### config.mk
export PLATFORM = sky130hd
export DESIGN_NAME = mult_result_buffer
export DESIGN_NICKNAME = d
export VERILOG_FILES = /design/src/rtl/mult_result_buffer_pkg.sv /design/src/rtl/mult_flag_gen.sv /design/src/rtl/mult_result_buffer.sv
export SDC_FILE = /design/constraint.sdc
export NUM_CORES = 1
export LEC_CHECK = 0
export CAP_MARGIN = 10
export CORE_ASPECT_RATIO = 0.8
export CORE_MARGIN = 5
export CORE_UTILIZATION = 50
export CTS_CLUSTER_SIZE = 30
export DETAILED_ROUTE_END_ITERATION = 12
export PLACE_DENSITY = 0.94
export SETUP_SLACK_MARGIN = 0.5
export SLEW_MARGIN = 20
export SYNTH_ARGS = -nofsm -noshare
export SYNTH_HDL_FRONTEND = slang
export SYNTH_SLANG_ARGS = --single-unit
### constraint.sdc
create_clock -name clk -period 3.3 [get_ports clk]
set_clock_uncertainty 0.2 [all_clocks]
set_input_delay 0.495 -clock clk [delete_from_list [all_inputs] [get_ports clk]]
set_output_delay 0.495 -clock clk [all_outputs]
set_load 0.03 [all_outputs]
### src/rtl/mult_result_buffer_pkg.sv
// Shared constants for the multiplier (and future divider) result stages:
// default operand width, occupancy encodings and width-sized constants.
package mult_result_buffer_pkg;

  localparam int DEFAULT_WIDTH     = 4;
  localparam int DEFAULT_CNT_WIDTH = 8;

  // Occupancy of the 2-entry result FIFO; this is also the control state.
  localparam logic [1:0] OCC_EMPTY = 2'd0;
  localparam logic [1:0] OCC_HALF  = 2'd1;
  localparam logic [1:0] OCC_FULL  = 2'd2;

  localparam logic [DEFAULT_WIDTH-1:0] ALL_ONES = {DEFAULT_WIDTH{1'b1}};
  localparam logic [DEFAULT_WIDTH-1:0] ALL_ZERO = {DEFAULT_WIDTH{1'b0}};

endpackage

### src/rtl/mult_flag_gen.sv
// Combinational status flags for a {high,low} product pair.
// zero: whole product is 0; overflow: product does not fit in the low word.
module mult_flag_gen #(
  parameter int WIDTH = 4
) (
  input  logic [WIDTH-1:0] high,
  input  logic [WIDTH-1:0] low,
  output logic             zero,
  output logic             overflow
);

  // Flags are pure reductions of the incoming halves.
  always_comb begin
    zero     = ~|{high, low};
    overflow = |high;
  end

endmodule

### src/rtl/mult_result_buffer.sv
// Registered 2-entry result buffer behind the multiplier datapath.
// Handshake: a transfer happens on a rising edge where valid && ready are both
// high; in_ready depends only on registered occupancy (no out_ready->in_ready
// path), and head outputs are stable while out_valid && !out_ready.
module mult_result_buffer
  import mult_result_buffer_pkg::*;
#(
  parameter int WIDTH     = DEFAULT_WIDTH,
  parameter int SATURATE  = 0,
  parameter int CNT_WIDTH = DEFAULT_CNT_WIDTH
) (
  input  logic                 clk,
  input  logic                 rst_n,
  input  logic                 in_valid,
  output logic                 in_ready,
  input  logic [WIDTH-1:0]     in_high,
  input  logic [WIDTH-1:0]     in_low,
  output logic                 out_valid,
  input  logic                 out_ready,
  output logic [WIDTH-1:0]     out_high,
  output logic [WIDTH-1:0]     out_low,
  output logic [WIDTH-1:0]     sat_low,
  output logic                 flag_zero,
  output logic                 flag_overflow,
  output logic [CNT_WIDTH-1:0] retired_count,
  output logic [1:0]           count
);

  localparam logic [WIDTH-1:0] SAT_ONES = {WIDTH{1'b1}};
  localparam logic [WIDTH-1:0] WORD_ZERO = {WIDTH{1'b0}};

  logic [WIDTH-1:0]     high_q [2];
  logic [WIDTH-1:0]     high_d [2];
  logic [WIDTH-1:0]     low_q  [2];
  logic [WIDTH-1:0]     low_d  [2];
  logic                 zero_q [2];
  logic                 zero_d [2];
  logic                 ovf_q  [2];
  logic                 ovf_d  [2];
  logic                 wr_ptr_q, wr_ptr_d;
  logic                 rd_ptr_q, rd_ptr_d;
  logic [1:0]           count_q, count_d;
  logic [CNT_WIDTH-1:0] retired_q, retired_d;

  logic push;
  logic pop;
  logic in_zero;
  logic in_ovf;
  logic head_ovf;

  mult_flag_gen #(
    .WIDTH(WIDTH)
  ) u_flag_gen (
    .high     (in_high),
    .low      (in_low),
    .zero     (in_zero),
    .overflow (in_ovf)
  );

  // Handshake qualifiers and head-entry presentation straight from storage.
  always_comb begin
    in_ready      = (count_q != OCC_FULL);
    out_valid     = (count_q != OCC_EMPTY);
    push          = in_valid && in_ready;
    pop           = out_valid && out_ready;
    out_high      = high_q[rd_ptr_q];
    out_low       = low_q[rd_ptr_q];
    flag_zero     = zero_q[rd_ptr_q];
    head_ovf      = ovf_q[rd_ptr_q];
    flag_overflow = head_ovf;
    sat_low       = ((SATURATE != 0) && head_ovf) ? SAT_ONES : low_q[rd_ptr_q];
    retired_count = retired_q;
    count         = count_q;
  end

  // Next-state: write the tail on push, advance pointers, track occupancy.
  always_comb begin
    high_d    = high_q;
    low_d     = low_q;
    zero_d    = zero_q;
    ovf_d     = ovf_q;
    wr_ptr_d  = wr_ptr_q ^ push;
    rd_ptr_d  = rd_ptr_q ^ pop;
    count_d   = count_q;
    retired_d = retired_q;
    if (push) begin
      high_d[wr_ptr_q] = in_high;
      low_d[wr_ptr_q]  = in_low;
      zero_d[wr_ptr_q] = in_zero;
      ovf_d[wr_ptr_q]  = in_ovf;
    end
    case ({push, pop})
      2'b10:   count_d = count_q + 2'd1;
      2'b01:   count_d = count_q - 2'd1;
      default: count_d = count_q;
    endcase
    if (pop) begin
      retired_d = retired_q + CNT_WIDTH'(1);
    end
  end

  // State registers; reset empties the FIFO and zeroes every stored field.
  always_ff @(posedge clk or negedge rst_n) begin
    if (!rst_n) begin
      for (int i = 0; i < 2; i++) begin
        high_q[i] <= WORD_ZERO;
        low_q[i]  <= WORD_ZERO;
        zero_q[i] <= 1'b0;
        ovf_q[i]  <= 1'b0;
      end
      wr_ptr_q  <= 1'b0;
      rd_ptr_q  <= 1'b0;
      count_q   <= OCC_EMPTY;
      retired_q <= '0;
    end else begin
      high_q    <= high_d;
      low_q     <= low_d;
      zero_q    <= zero_d;
      ovf_q     <= ovf_d;
      wr_ptr_q  <= wr_ptr_d;
      rd_ptr_q  <= rd_ptr_d;
      count_q   <= count_d;
      retired_q <= retired_d;
    end
  end

endmodule

==> results.ini, run 1 <==
[outcome]
status = complete, no violations

[placed_design]
place_congestion = 0.7540
placed_cells = 180
dp_hpwl_mm = 2.231
dpl_cell_area_sq_um = 1847
port_buffers = 37

[cells_and_area]
finalNonFillerCells = 188
regArea_sq_um = 800.8
fin_area_sq_um = 1958
syn_to_final_growth_pct = 33.53
multiInputGateArea_sq_um = 605.6
fin_nets = 165
final_common_cell = clkdlybuf4s50_1
final_cell_mix = clkdlybuf4s50_1, dfrtp_1, mux2_2
drive_gt1_frac = 0.2800
nFillCells = 184
antenna_cells = 0

[cts]
numCtsBuffers = 5
cts_resized = 0
post_cts_buffers = 0
htree_levels = 2
cts_tree = yes
clk_latency_ns = 0.29
clockBufferDepth = 2
holdBufCountCts = 0
numClockSinks = 32
clockRootBuffer = clkbuf_8
cts.clk_slew.worst_paths_ns = 0.07

[critical_path]
worst-setup-path-type = flop to primary output
required_ns = 2.60
end_kind = primary output
crit_fanout = 11
r2r_end = high_q[3]
reg2reg_slack_ns = 1.21
start_kind = flop
crit_arrival_ns = 1.96
ff2ff_path_depth = 4
worstReg2RegStart = count[0]

[grt]
grt_pass1_vias = 1053
grt_pass1_wl_mm = 5.030
grt-ovfl-total = 0
antenna_found_initial = 0
grt_max_degree = 33
grtUsageTotal = 0.1584

[floorplanning]
fp-row-count = 17
dieArea_sq_um = 4123
coreArea_sq_um = 2786
die_h_microns = 58.44
ios = 38
dieWidth_microns = 70.55
start_util = 0.5263

[yosys]
synth_flop_cell = dfrtp_1
ys_ff_latch = 32
synth_edf_count = 0
synth_seq_area_share = 0.5461
async_flop_share = 1.000
avgSynthCellArea_sq_um = 13.21
yosysUniqueCellTypes = 22
synth_nets = 127
syn-instance-count = 111
syn-cell-area_sq_um = 1466
ys_warn_count = 0

[power_and_ir_drop]
ir_drop_mv = 0.8528
leakage_nw = 0.8344
power.density_nw_per_um2 = 1182

[hold_path]
hold_start = retired_count[7]
hold_end = retired_count[7]
whs_path_depth = 1
worst_hold_path_type = flop to flop

[routing]
firstDrtPassIters = 5
route.detailed.drc = 0
drtIter0Drc = 33
wl_per_cell_microns = 16.01
ant_nets = 0
via_per_inst = 5.106
routed_wl_mm = 3.009
vias = 960

[timing]
rsz0062_at_grt = no
slew_headroom = 0.6623
hold_violations = 0
setup_viol = 0
fin_crit_ns = 2.652
hold_ws_ns = 0.2745
max_freq_ghz = 0.3771
period_share = 0.8036
worst_slew_pin_slew_ns = 0.5066
setup_tns_ns = 0
drv_slew = 0

[flow_run]
cap_violations = 0

-- worst max-delay path by stage --
stage	startpoint	endpoint	slack (ns)
3_5_place_dp	in_valid	high_q[6]	0.95
3_3_place_gp	rd_ptr_q	sat_low[3]	0.98
5_1_grt	rd_ptr_q	sat_low[0]	0.59
4_1_cts	rd_ptr_q	sat_low[0]	0.65
6_report	rd_ptr_q	sat_low[0]	0.65
2_1_floorplan	count[0]	high_q[1]	1.07
-- synth_stat cells (2+ instances only) --
master / number / share of area
buf_4: 4 / 0.020
dfrtp_1: 32 / 0.55
xor2_1: 4 / 0.024
nand4_1: 3 / 0.013
and2_1: 2 / 0.0085
inv_1: 2 / 0.0051
a21oi_1: 2 / 0.0068
nor3_1: 2 / 0.0068
buf_2: 3 / 0.010
mux2_2: 28 / 0.22
nand2_1: 5 / 0.013
ha_1: 4 / 0.034
xnor2_1: 7 / 0.042
nor2_1: 4 / 0.010
inv_2: 2 / 0.0051
-- flip-flops by register name (all words and copies together), names as in the netlist --
register / cells
count: 2
high_q: 8
low_q: 8
ovf_q: 2
rd_ptr_q: 1
retired_count: 8
wr_ptr_q: 1
zero_q: 2
-- worst max-delay path, stage by stage, from the launching register on --
cell and delay, ns:
dfrtp_1 0.66, mux2_2 0.41, clkdlybuf4s50_1 0.60
-- metrics by stage --
step,util,power (mW),worst slack [ns]
6_report,0.7027,2.315,0.6480
5_1_grt,0.7027,2.432,0.5864
4_1_cts,0.7027,2.335,0.6456
3_5_place_dp,0.6628,1.954,0.9525
3_3_place_gp,0.6628,1.907,0.9787
2_1_floorplan,-,1.530,1.066
-- cell type report --
| cell class | count | area share |
|---|---|---|
| sequential | 32 | 0.4089 |
| multi-input combinational | 68 | 0.3093 |
| timing repair buffer | 38 | 0.1930 |
| clock buffer | 5 | 0.03514 |
| tap | 38 | 0.02428 |
| clock inverter | 3 | 0.02173 |
| inverter | 4 | 0.007668 |
-- metal layers --
layer  vias up  track usage  part of all wire
li1        450            -                 -
met1       483       0.1763              0.41
met2        20       0.2867              0.53
met3         7      0.05290             0.037
met4         0      0.05630             0.023
met5         -            0                 0
-- logic make-up (layout without fill, tap and decap cells) --
logic type	count (synthesis)	after routing	share of synthesized area
flip-flops	32	32	0.5461
multiplexers	28	28	0.2150
AND/OR/NAND/NOR	22	22	0.08021
XOR/XNOR	11	11	0.06570
buffers and inverters	11	50	0.04096
adder cells (fa/ha/maj)	4	4	0.03413
AO/OA/AOI/OAI	3	3	0.01792
-- report_power, final --
group	leakage, nW	internal [mW]	switching [mW]
Sequential	0.383	0.565	0.168
Clock	0.0541	0.223	0.145
Combinational	0.397	0.581	0.633
Total	0.834	1.37	0.946
(Power assumes the default switching activity.)
==> run 2, diff against run 1 <==
--- a/config.mk
+++ b/config.mk
@@ -8,10 +8,10 @@
 export CAP_MARGIN = 10
 export CORE_ASPECT_RATIO = 0.8
 export CORE_MARGIN = 5
-export CORE_UTILIZATION = 50
+export CORE_UTILIZATION = 48
 export CTS_CLUSTER_SIZE = 30
 export DETAILED_ROUTE_END_ITERATION = 12
-export PLACE_DENSITY = 0.94
+export PLACE_DENSITY = 0.91
 export SETUP_SLACK_MARGIN = 0.5
 export SLEW_MARGIN = 20
 export SYNTH_ARGS = -nofsm -noshare
==> constraint.sdc (replaced) <==
create_clock -name clk -period 2.5 [get_ports clk]
set_clock_uncertainty 0.2 [all_clocks]
set_input_delay 0.375 -clock clk [delete_from_list [all_inputs] [get_ports clk]]
set_output_delay 0.375 -clock clk [all_outputs]
set_load 0.03 [all_outputs]
==> results.ini, run 2 (same netlist as run 1, synthesis figures left out) <==
[outcome]
status = complete, no violations

[hold_path]
worst_hold_path_type = flop to flop

[timing]
hold_ws_ns = 0.2688
worst_slew_pin_slew_ns = 0.3970
setup_tns_ns = 0
fin_ws_ns = 0.5483
period_share = 0.7807
slew_headroom = 0.7353
max_freq_ghz = 0.5124
rsz0062_at_grt = no
hold_violations = 0
drv_slew = 0
fin_crit_ns = 1.952
setup_viol = 0

[power_and_ir_drop]
leakage_nw = 0.9216
finalPower_mw = 2.864
ir_drop_mv = 0.7320
power.density_nw_per_um2 = 1478

[grt]
grt-ovfl-total = 0
grtUsageTotal = 0.1551
grt_pass1_wl_mm = 4.933
grt_max_degree = 33
antenna_found_initial = 0
grt_pass1_vias = 1081

[critical_path]
crit_path_top_delay_cell = clkdlybuf4s50_1
start_kind = flop
end_kind = primary output
crit_fanout = 4
worst-path-buf-inv = 1
worst-setup-path-type = flop to primary output
crit_arrival_ns = 1.38
critPathTopFamily = buffers and inverters
required_ns = 1.92
path_cells = clkdlybuf4s50_1
max_stage_delay_ns = 0.70

[cts]
numClockSinks = 32
holdBufCountCts = 0
htree_levels = 2
clockBufferDepth = 2
cts.clk_slew.worst_paths_ns = 0.06
clockRootBuffer = clkbuf_8
clk_latency_ns = 0.28
numCtsBuffers = 5
cts_tree = yes

[floorplanning]
fp-row-count = 18
coreArea_sq_um = 3018
ios = 38
start_util = 0.4859
dieWidth_microns = 71.80
die_h_microns = 59.44
dieArea_sq_um = 4267

[cells_and_area]
syn_to_final_growth_pct = 32.17
fin_area_sq_um = 1938
final_cell_mix = dfrtp_1, mux2_2, clkdlybuf4s50_1
drive_gt1_frac = 0.4167
finalNonFillerCells = 196
antenna_cells = 0
final_util = 0.6422
final_common_cell = dfrtp_1
fin_nets = 171

[routing]
routed_wl_mm = 2.899
firstDrtPassIters = 4
drtIter0Drc = 83
vias = 970
route.detailed.drc = 0
via_per_inst = 4.949
ant_nets = 0
wl_per_cell_microns = 14.79

[placed_design]
placed_cells = 184
dpl_cell_area_sq_um = 1874
post-place-ws_ns = 0.2624
port_buffers = 37
dp_hpwl_mm = 2.072
place_congestion = 0.7456

[flow_run]
cap_violations = 0

[run 2: path summary, 6_finish.rpt]
kind                                     to  slack, ns  depth (start not counted)              from
setup reg to reg                   low_q[6]       0.71                          5          count[0]
hold / removal             retired_count[7]       0.27                          1  retired_count[7]
min in group asynchronous          low_q[5]       0.28                          2             rst_n
setup / recovery           retired_count[0]       0.55                          1  retired_count[0]
hold reg to reg            retired_count[7]       0.27                          1  retired_count[7]
max in group asynchronous          count[0]       1.50                          2             rst_n
[run 2: where the power goes]
part           switching, mW  internal, mW
Sequential             0.191         0.752
Combinational          0.869         0.655
Clock                  0.172         0.224
Total                   1.23          1.63
[run 2: per-layer routing]
layer  track usage  share of wire
met4       0.08847          0.025
met1        0.1762           0.42
met3       0.03898          0.048
met5             0              0
met2        0.2683           0.50
[run 2: timing repair]
item                       4_1_cts  5_1_grt
setup endpoints to repair       19        6
gates resized for setup         72        8
buffers inserted                 4        0
[run 2: area by class of cell]
cell class / instances / area, sq um
Tap cell: 40 / 50.05
Fill cell: 238 / 1080
Multi-Input combinational cell: 68 / 613.1
Sequential cell: 32 / 804.5
Timing Repair Buffer: 44 / 365.4
Inverter: 4 / 15.01
Clock buffer: 8 / 90.09
